<file path="config.mk">
export PLATFORM = sky130hd
export DESIGN_NAME = count_run_ctrl
export DESIGN_NICKNAME = d
export VERILOG_FILES = /design/src/rtl/count_run_ctrl_pkg.sv /design/src/rtl/count_run_ctrl_rise_det.sv /design/src/rtl/count_run_ctrl.sv
export SDC_FILE = /design/constraint.sdc
export NUM_CORES = 1
export LEC_CHECK = 0
export CAP_MARGIN = 5
export CORE_ASPECT_RATIO = 1.5
export CORE_MARGIN = 4
export CORE_UTILIZATION = 45
export CTS_CLUSTER_DIAMETER = 60
export DETAILED_ROUTE_END_ITERATION = 10
export PLACE_DENSITY = 0.73
export SLEW_MARGIN = 20
export SYNTH_ARGS = -nofsm -noshare
export SYNTH_HDL_FRONTEND = slang
export SYNTH_SLANG_ARGS = --single-unit
</file>
<file path="constraint.sdc">
create_clock -name clk -period 2.7 [get_ports clk]
set_clock_uncertainty 0.2 [all_clocks]
set_input_delay 0.27 -clock clk [delete_from_list [all_inputs] [get_ports clk]]
set_output_delay 0.27 -clock clk [all_outputs]
set_load 0.01 [all_outputs]
</file>
<file path="src/rtl/count_run_ctrl_pkg.sv">
// Shared types and constants for the count_run_ctrl sequencer.
package count_run_ctrl_pkg;

    localparam int unsigned STATE_W = 2;

    typedef enum logic [STATE_W-1:0] {
        ST_IDLE  = 2'b00,
        ST_RUN   = 2'b01,
        ST_PAUSE = 2'b10,
        ST_DONE  = 2'b11
    } state_e;

endpackage

</file>
<file path="src/rtl/count_run_ctrl_rise_det.sv">
// rise_det: 1-bit rising-edge detector.
// The history register resets to 1 so a level held through reset is not a command.
module rise_det (
    input  logic clk,
    input  logic rst,
    input  logic d_i,
    output logic rise_o
);

    logic prev_q;

    // Remember last cycle's level.
    always_ff @(posedge clk) begin
        if (rst) begin
            prev_q <= 1'b1;
        end else begin
            prev_q <= d_i;
        end
    end

    assign rise_o = d_i & ~prev_q;

endmodule

</file>
<file path="src/rtl/count_run_ctrl.sv">
// count_run_ctrl: run/pause/clear sequencer for the hex-display counter.
// Turns button levels into edge commands, paces counting with a prescaler,
// emits one-cycle cnt_en / cnt_clr pulses and mirrors the counter value.
// Optional macro AUTO_WRAP_EN: wrap 0..LIMIT continuously instead of stopping in DONE.
module count_run_ctrl
    import count_run_ctrl_pkg::*;
#(
    parameter int unsigned CNT_W    = 8,
    parameter int unsigned PRESCALE = 50000000,
    parameter int unsigned LIMIT    = 255
) (
    input  logic               clk,
    input  logic               rst,
    input  logic               start_btn,
    input  logic               stop_btn,
    input  logic               clr_btn,
    output logic               cnt_en,
    output logic               cnt_clr,
    output logic [CNT_W-1:0]   count,
    output logic [STATE_W-1:0] state,
    output logic               running,
    output logic               done
);

    localparam int unsigned PS_W = (PRESCALE > 1) ? $clog2(PRESCALE) : 1;
    localparam logic [PS_W-1:0] PS_LAST = PS_W'(PRESCALE - 1);
`ifdef AUTO_WRAP_EN
    localparam logic [CNT_W-1:0] CNT_LIMIT = CNT_W'(LIMIT);
`else
    localparam logic [CNT_W-1:0] CNT_PRE = CNT_W'(LIMIT - 1);
`endif

    logic cmd_start;
    logic cmd_stop;
    logic cmd_clr;

    state_e           state_q, state_d;
    logic [PS_W-1:0]  presc_q, presc_d;
    logic [CNT_W-1:0] count_q, count_d;
    logic             en_q, en_d;
    logic             clr_q, clr_d;
    logic             tick;

    rise_det u_start_det (.clk(clk), .rst(rst), .d_i(start_btn), .rise_o(cmd_start));
    rise_det u_stop_det  (.clk(clk), .rst(rst), .d_i(stop_btn),  .rise_o(cmd_stop));
    rise_det u_clr_det   (.clk(clk), .rst(rst), .d_i(clr_btn),   .rise_o(cmd_clr));

    // State, prescaler, pulse and mirror registers.
    always_ff @(posedge clk) begin
        if (rst) begin
            state_q <= ST_IDLE;
            presc_q <= '0;
            count_q <= '0;
            en_q    <= 1'b0;
            clr_q   <= 1'b0;
        end else begin
            state_q <= state_d;
            presc_q <= presc_d;
            count_q <= count_d;
            en_q    <= en_d;
            clr_q   <= clr_d;
        end
    end

    // Next-state, prescaler and pulse decisions; clr beats stop beats start.
    always_comb begin
        state_d = state_q;
        presc_d = presc_q;
        en_d    = 1'b0;
        clr_d   = 1'b0;
        tick    = (presc_q == PS_LAST);
        if (cmd_clr) begin
            clr_d   = 1'b1;
            presc_d = '0;
            state_d = ST_IDLE;
        end else begin
            case (state_q)
                ST_IDLE: begin
                    presc_d = '0;
                    if (cmd_start) state_d = ST_RUN;
                end
                ST_RUN: begin
                    // A stop freezes the prescaler and drops any tick of this cycle.
                    if (cmd_stop) begin
                        state_d = ST_PAUSE;
                    end else begin
                        presc_d = tick ? '0 : presc_q + PS_W'(1);
                        if (tick) begin
`ifdef AUTO_WRAP_EN
                            if (count_q == CNT_LIMIT) clr_d = 1'b1;
                            else                      en_d  = 1'b1;
`else
                            en_d = 1'b1;
                            if (count_q == CNT_PRE) state_d = ST_DONE;
`endif
                        end
                    end
                end
                ST_PAUSE: begin
                    if (cmd_start) state_d = ST_RUN;
                end
                ST_DONE: begin
                    if (cmd_start) begin
                        clr_d   = 1'b1;
                        presc_d = '0;
                        state_d = ST_RUN;
                    end
                end
                default: state_d = ST_IDLE;
            endcase
        end
    end

    // Mirror follows the registered pulses exactly as the external counter does.
    always_comb begin
        count_d = count_q;
        if (clr_q)     count_d = '0;
        else if (en_q) count_d = count_q + CNT_W'(1);
    end

    assign cnt_en  = en_q;
    assign cnt_clr = clr_q;
    assign count   = count_q;
    assign state   = state_q;
    assign running = (state_q == ST_RUN);
    assign done    = (state_q == ST_DONE);

endmodule

</file>
==> results of run 1 <==
-- metal layers --
layer,track usage (%),vias up
li1,-,892
met1,16.4,777
met2,27.2,17
met3,4.11,7
met4,5.77,0
met5,0,-
-- registers in the layout (all words and copies together) (netlist names) --
register,cells
presc_q,26
count,8
state,2
cnt_clr,1
cnt_en,1
u_clr_det.prev_q,1
u_start_det.prev_q,1
u_stop_det.prev_q,1
-- cell usage after synthesis, types with 2 or more instances --
cell type / n / area share, %
dfxtp_1: 41 / 40
buf_6: 2 / 1.1
buf_4: 2 / 0.73
a21oi_1: 9 / 2.2
or3_1: 6 / 1.8
nand4_1: 10 / 3.0
nand2b_1: 4 / 1.2
ha_1: 4 / 2.4
o31ai_1: 2 / 0.73
o21ai_0: 7 / 1.7
nand3_1: 21 / 5.1
o31ai_2: 2 / 1.2
and3_1: 6 / 1.8
a31oi_1: 4 / 1.2
a41oi_1: 3 / 1.3
and3_2: 2 / 0.73
a211oi_1: 2 / 0.73
nor4b_1: 2 / 0.85
nor2b_1: 3 / 0.91
or4_1: 2 / 0.73
buf_2: 5 / 1.2
nor3_1: 2 / 0.49
clkbuf_1: 3 / 0.55
inv_1: 4 / 0.73
nor2_1: 26 / 4.8
xor2_1: 14 / 6.0
nand2_1: 16 / 2.9
xnor2_1: 3 / 1.3
or2_2: 5 / 1.5
and2_1: 6 / 1.8
and4_1: 4 / 1.7
-- stage by stage --
step | hold WS, ns | std cells
2_1_floorplan | 0.139 | 239
3_5_place_dp | 0.276 | 293
4_1_cts | 0.298 | 301
5_1_grt | 0.333 | 301
3_3_place_gp | 0.274 | 293
6_report | 0.296 | 301
-- final timing paths --
kind / to / cells past startpoint
hold reg to reg: presc_q[23] / 2
hold / removal: presc_q[23] / 2
setup / recovery: presc_q[0] / 6
setup reg to reg: presc_q[0] / 6
-- layout make-up --
cell class              instances  area, um^2
clock inverters                 1        5.00
flip-flops and latches         41         821
fillers                       409        1980
clock buffers                   7        96.3
multi-input cells             182        1140
well taps                      46        57.6
inverters                       4        15.0
repair buffers                 20         195
-- kinds of logic after synthesis --
family	after synthesis	synth area share [%]
AND/OR/NAND/NOR	121	32.5
flip-flops	41	40.0
AO/OA/AOI/OAI	39	13.0
XOR/XNOR	17	7.25
buffers and inverters	16	4.32
adder cells (fa/ha/maj)	4	2.44
multiplexers	1	0.487
-- critical path, stage by stage, from the launching register on --
cell and delay, ns:
dfxtp_1 0.36, nor4b_1 0.32, nand4_1 0.26, o31ai_2 0.43
a21o_1 0.17, buf_4 0.22, nor2_1 0.08
-- power breakdown --
group	internal, mW	switching (mW)	leakage, nW
Combinational	0.0188	0.0223	0.408
Sequential	0.608	0.00321	0.331
Clock	0.231	0.199	0.0542
Total	0.858	0.225	0.794
==> impl_metrics.json, run 1 <==
{
  "status": "completed",
  "design_area_um2": 2330,
  "cts_sinks": 41,
  "postPlaceCellArea_um2": 2230,
  "clk_path_buf_depth": 2,
  "yosysWarnings": 0,
  "drt-total-wl_um": 3960,
  "wire_per_inst_um": 13.1,
  "syn_inst": 239,
  "worst-path-max-fanout": 17,
  "met2_length_um": 1980,
  "setup_tns_ns": 0,
  "cts-resized-gates": 0,
  "cp-start-kind": "flip-flop",
  "cap_violations": 0,
  "r2r_start": "presc_q[10]",
  "final_common_cell": "dfxtp_1",
  "rsz0062_at_grt": "false",
  "setup_viol": 0,
  "syn_to_final_growth_pct": 13.6,
  "synthArstFlopShare_pct": 0,
  "grt_pass1_wl_um": 7100,
  "min_period_over_period_pct": 79.8,
  "period_minus_slack_ns": 2.16,
  "clock_latency_ns": 0.29,
  "root_buffer": "clkbuf_8",
  "fin_util_pct": 54.1,
  "die-area_um2": 5730,
  "antenna_found_initial": 0,
  "ios": 19,
  "wl_met3_um": 97,
  "drc_errors": 0,
  "dieWidth_um": 63.2,
  "nNetsFinal": 263,
  "pre_cts_slack_ns": 0.406,
  "clk_pin_slew_ns": 0.07,
  "rrSetupSlack_ns": 0.54,
  "wl_met1_um": 1820,
  "worstMarginPinSlew_ns": 0.431,
  "synth_nets": 248,
  "cts_setup_buffers": 0,
  "p_leak_nw": 0.794,
  "fmax_ghz": 0.464,
  "drtIter0Drc": 47,
  "hold_buffers": 0,
  "hold_class": "flip-flop to flip-flop",
  "total_power_mw": 1.08,
  "power_density_nw_per_um2": 464,
  "cp-end-kind": "flip-flop",
  "postRouteAntennaNets": 0,
  "syn_area_um2": 2050,
  "core_um2": 4320,
  "synth-edff-count": 0,
  "synth_cell_types": 48,
  "crit_arrival_ns": 2.13,
  "grt_max_degree": 21,
  "synth.avg_cell_area_um2": 8.60,
  "diodes": 0,
  "critPathLaunch": "presc_q[10]",
  "fp-row-count": 29,
  "grt_usage_pct": 15.1,
  "grt_pass1_vias": 1656,
  "setup_ws_ns": 0.545,
  "cts_buffers": 5,
  "hp-start": "presc_q[23]",
  "cts_tree": "done",
  "overflow": 0,
  "via_per_inst": 5.62,
  "htreeDepth": 2,
  "synth_seq_cells": 41,
  "top_layer": "met4",
  "drv_slew": 0,
  "ir_drop_mv": 0.246,
  "synth-main-ff-cell": "dfxtp_1",
  "hold_viol_final": 0,
  "criticalPathCategory": "flip-flop to flip-flop",
  "final_cell_mix": "dfxtp_1 (41), nor2_1 (26), nand3_1 (21)",
  "seq_area_frac_synth_pct": 40.0,
  "crit_required_ns": 2.68,
  "drive_gt1_share_pct": 9.80,
  "initial_core_util_pct": 47.6,
  "place_hpwl_um": 2930,
  "route.vias.total": 1693,
  "die_h_um": 90.8,
  "drt_first_pass_iters": 4,
  "gp_congestion": 0.846,
  "io_buffers": 18,
  "relSlewSlack_pct": 71.1
}
Note: power is estimated with default switching activity, not from simulation.
==> run 2: changes to the inputs <==
==> constraint.sdc (replaced) <==
create_clock -name clk -period 2.05 [get_ports clk]
set_clock_uncertainty 0.2 [all_clocks]
set_input_delay 0.205 -clock clk [delete_from_list [all_inputs] [get_ports clk]]
set_output_delay 0.205 -clock clk [all_outputs]
set_load 0.01 [all_outputs]
==> run 2 against run 1 <==
Combinational power is 98% higher. Register-to-register slack worse by 0.53 ns. Die area stayed put. Critical path depth stayed put. Count of clock-buffer cells in the layout stayed put. Power is 44% higher. Via count is 16% higher. Global-route usage is 2.5 points higher. First-iteration DRC count is 140% higher. Hold slack worse by 0.0031 ns. Setup slack worse by 0.53 ns. Routed wire length is 29% higher. Critical path type unchanged. Largest cell class unchanged.
==> impl_metrics.json, run 2 (synthesis gave the netlist of run 1 again) <==
{
  "layout.cells.non_filler": 340,
  "worst-path-max-fanout": 5,
  "htreeDepth": 2,
  "grt_usage_pct": 17.6,
  "relSlewSlack_pct": 73.2,
  "hold_class": "flip-flop to flip-flop",
  "setup_tns_ns": 0,
  "rsz0062_at_grt": "true",
  "drc_errors": 0,
  "r2r-end": "presc_q[7]",
  "seqCellArea_um2": 823,
  "via_per_inst": 5.78,
  "clk_pin_slew_ns": 0.08,
  "grt_pass1_wl_um": 8090,
  "cp-end-kind": "flip-flop",
  "drt_first_pass_iters": 4,
  "pre_cts_slack_ns": -0.0884,
  "io_buffers": 18,
  "place_hpwl_um": 3650,
  "period_minus_slack_ns": 2.03,
  "ir_drop_mv": 0.583,
  "worstMarginPinSlew_ns": 0.398,
  "dpl.cell_count": 329,
  "hold_buffers": 0,
  "grt_max_degree": 18,
  "cts_buffers": 5,
  "cap_violations": 0,
  "core_um2": 4320,
  "clk_path_buf_depth": 2,
  "dieWidth_um": 63.2,
  "die-area_um2": 5730,
  "fmax_ghz": 0.492,
  "crit_arrival_ns": 2.05,
  "ios": 19,
  "largest_reg_flops": 26,
  "nNetsFinal": 302,
  "clock_latency_ns": 0.29,
  "cts_sinks": 41,
  "crit_required_ns": 2.07,
  "overflow": 0,
  "antenna_found_initial": 0,
  "final_cell_mix": "dfxtp_1 (39), buf_4 (38), nor2_1 (26)",
  "postRouteAntennaNets": 0,
  "min_period_over_period_pct": 99.2,
  "postPlaceCellArea_um2": 2520,
  "cp-start-kind": "flip-flop",
  "r2r_cells": 6,
  "total_power_mw": 1.56,
  "status": "completed",
  "drive_gt1_share_pct": 26.2,
  "cts_tree": "done",
  "n_fill_cell": 370,
  "gp_congestion": 0.864,
  "grt_pass1_vias": 1903,
  "syn_to_final_growth_pct": 34.9,
  "p_leak_nw": 1.03,
  "multi_input_area_um2": 1220,
  "min_to": "count[5]",
  "root_buffer": "clkbuf_8",
  "initial_core_util_pct": 47.6,
  "final_common_cell": "dfxtp_1",
  "hold_viol_final": 0,
  "rrSetupSlack_ns": 0.02,
  "drtIter0Drc": 114,
  "die_h_um": 90.8,
  "r2r_start": "presc_q[22]",
  "drt-total-wl_um": 5100,
  "fp-row-count": 29,
  "setup_viol": 0,
  "diodes": 0,
  "drv_slew": 0,
  "route.vias.total": 1966,
  "hold_depth": 2,
  "regMostFlops": "presc_q",
  "hp-start": "count[5]",
  "setup_ws_ns": 0.0161,
  "design_area_um2": 2770,
  "criticalPathCategory": "flip-flop to flip-flop",
  "wire_per_inst_um": 15.0,
  "power_density_nw_per_um2": 563
}
run 2: power breakdown:
group          internal [mW]  switching, mW
clock                  0.397          0.276
sequential             0.801        0.00377
combinational         0.0438         0.0377
total                   1.24          0.317
run 2: per-layer routing:
layer  vias up  share of wire [%]  global-route usage, %
met1       941                 40                   18.3
met4         0                2.7                   7.75
met2        39                 54                   32.8
li1        970                  -                      -
met5         -                  0                      0
met3        16                3.2                   3.86
run 2: stage by stage:
| stage | hold slack, ns | utilization [%] |
|---|---|---|
| floorplan | 0.0741 | - |
| global placement | 0.272 | 58.3 |
| detailed placement | 0.276 | 58.3 |
| CTS | 0.287 | 61.0 |
| global route | 0.325 | 64.2 |
| finish | 0.293 | 64.2 |
run 2: worst max path at each step:
| stage | from | endpoint | slack (ns) | cells after the start |
|---|---|---|---|---|
| after floorplan | presc_q[10] | presc_q[16] | 0.14 | 7 |
| after CTS | presc_q[11] | presc_q[25] | -0.01 | 6 |
| final | presc_q[22] | presc_q[7] | 0.02 | 6 |
| after detailed placement | clr_btn | presc_q[23] | -0.09 | 7 |
| after global routing | presc_q[22] | presc_q[7] | -0.01 | 6 |
| after global placement | clr_btn | presc_q[23] | -0.05 | 7 |
run 2: cell type report:
cell class                      instances  area share (%)
Clock buffer                            7            3.12
Clock inverter                          1            1.08
Inverter                                4           0.542
Multi-Input combinational cell        182            44.2
Sequential cell                        41            29.7
Tap cell                               46            2.08
Timing Repair Buffer                   59            19.3
run 2: repair_timing:
item,4_1_cts,5_1_grt
endpoints found under the setup margin,4,23
buffers inserted,0,1
pin swaps,1,6
gates cloned,0,2
resized for setup,2,18
run 2: worst max-delay path, cell delays in order, from the launching register on:
cell and delay [ns]:
dfxtp_1 0.36, and3_1 0.20, nand2_1 0.24, o31ai_4 0.12, buf_4 0.15, or4_1 0.51, a21oi_2 0.19
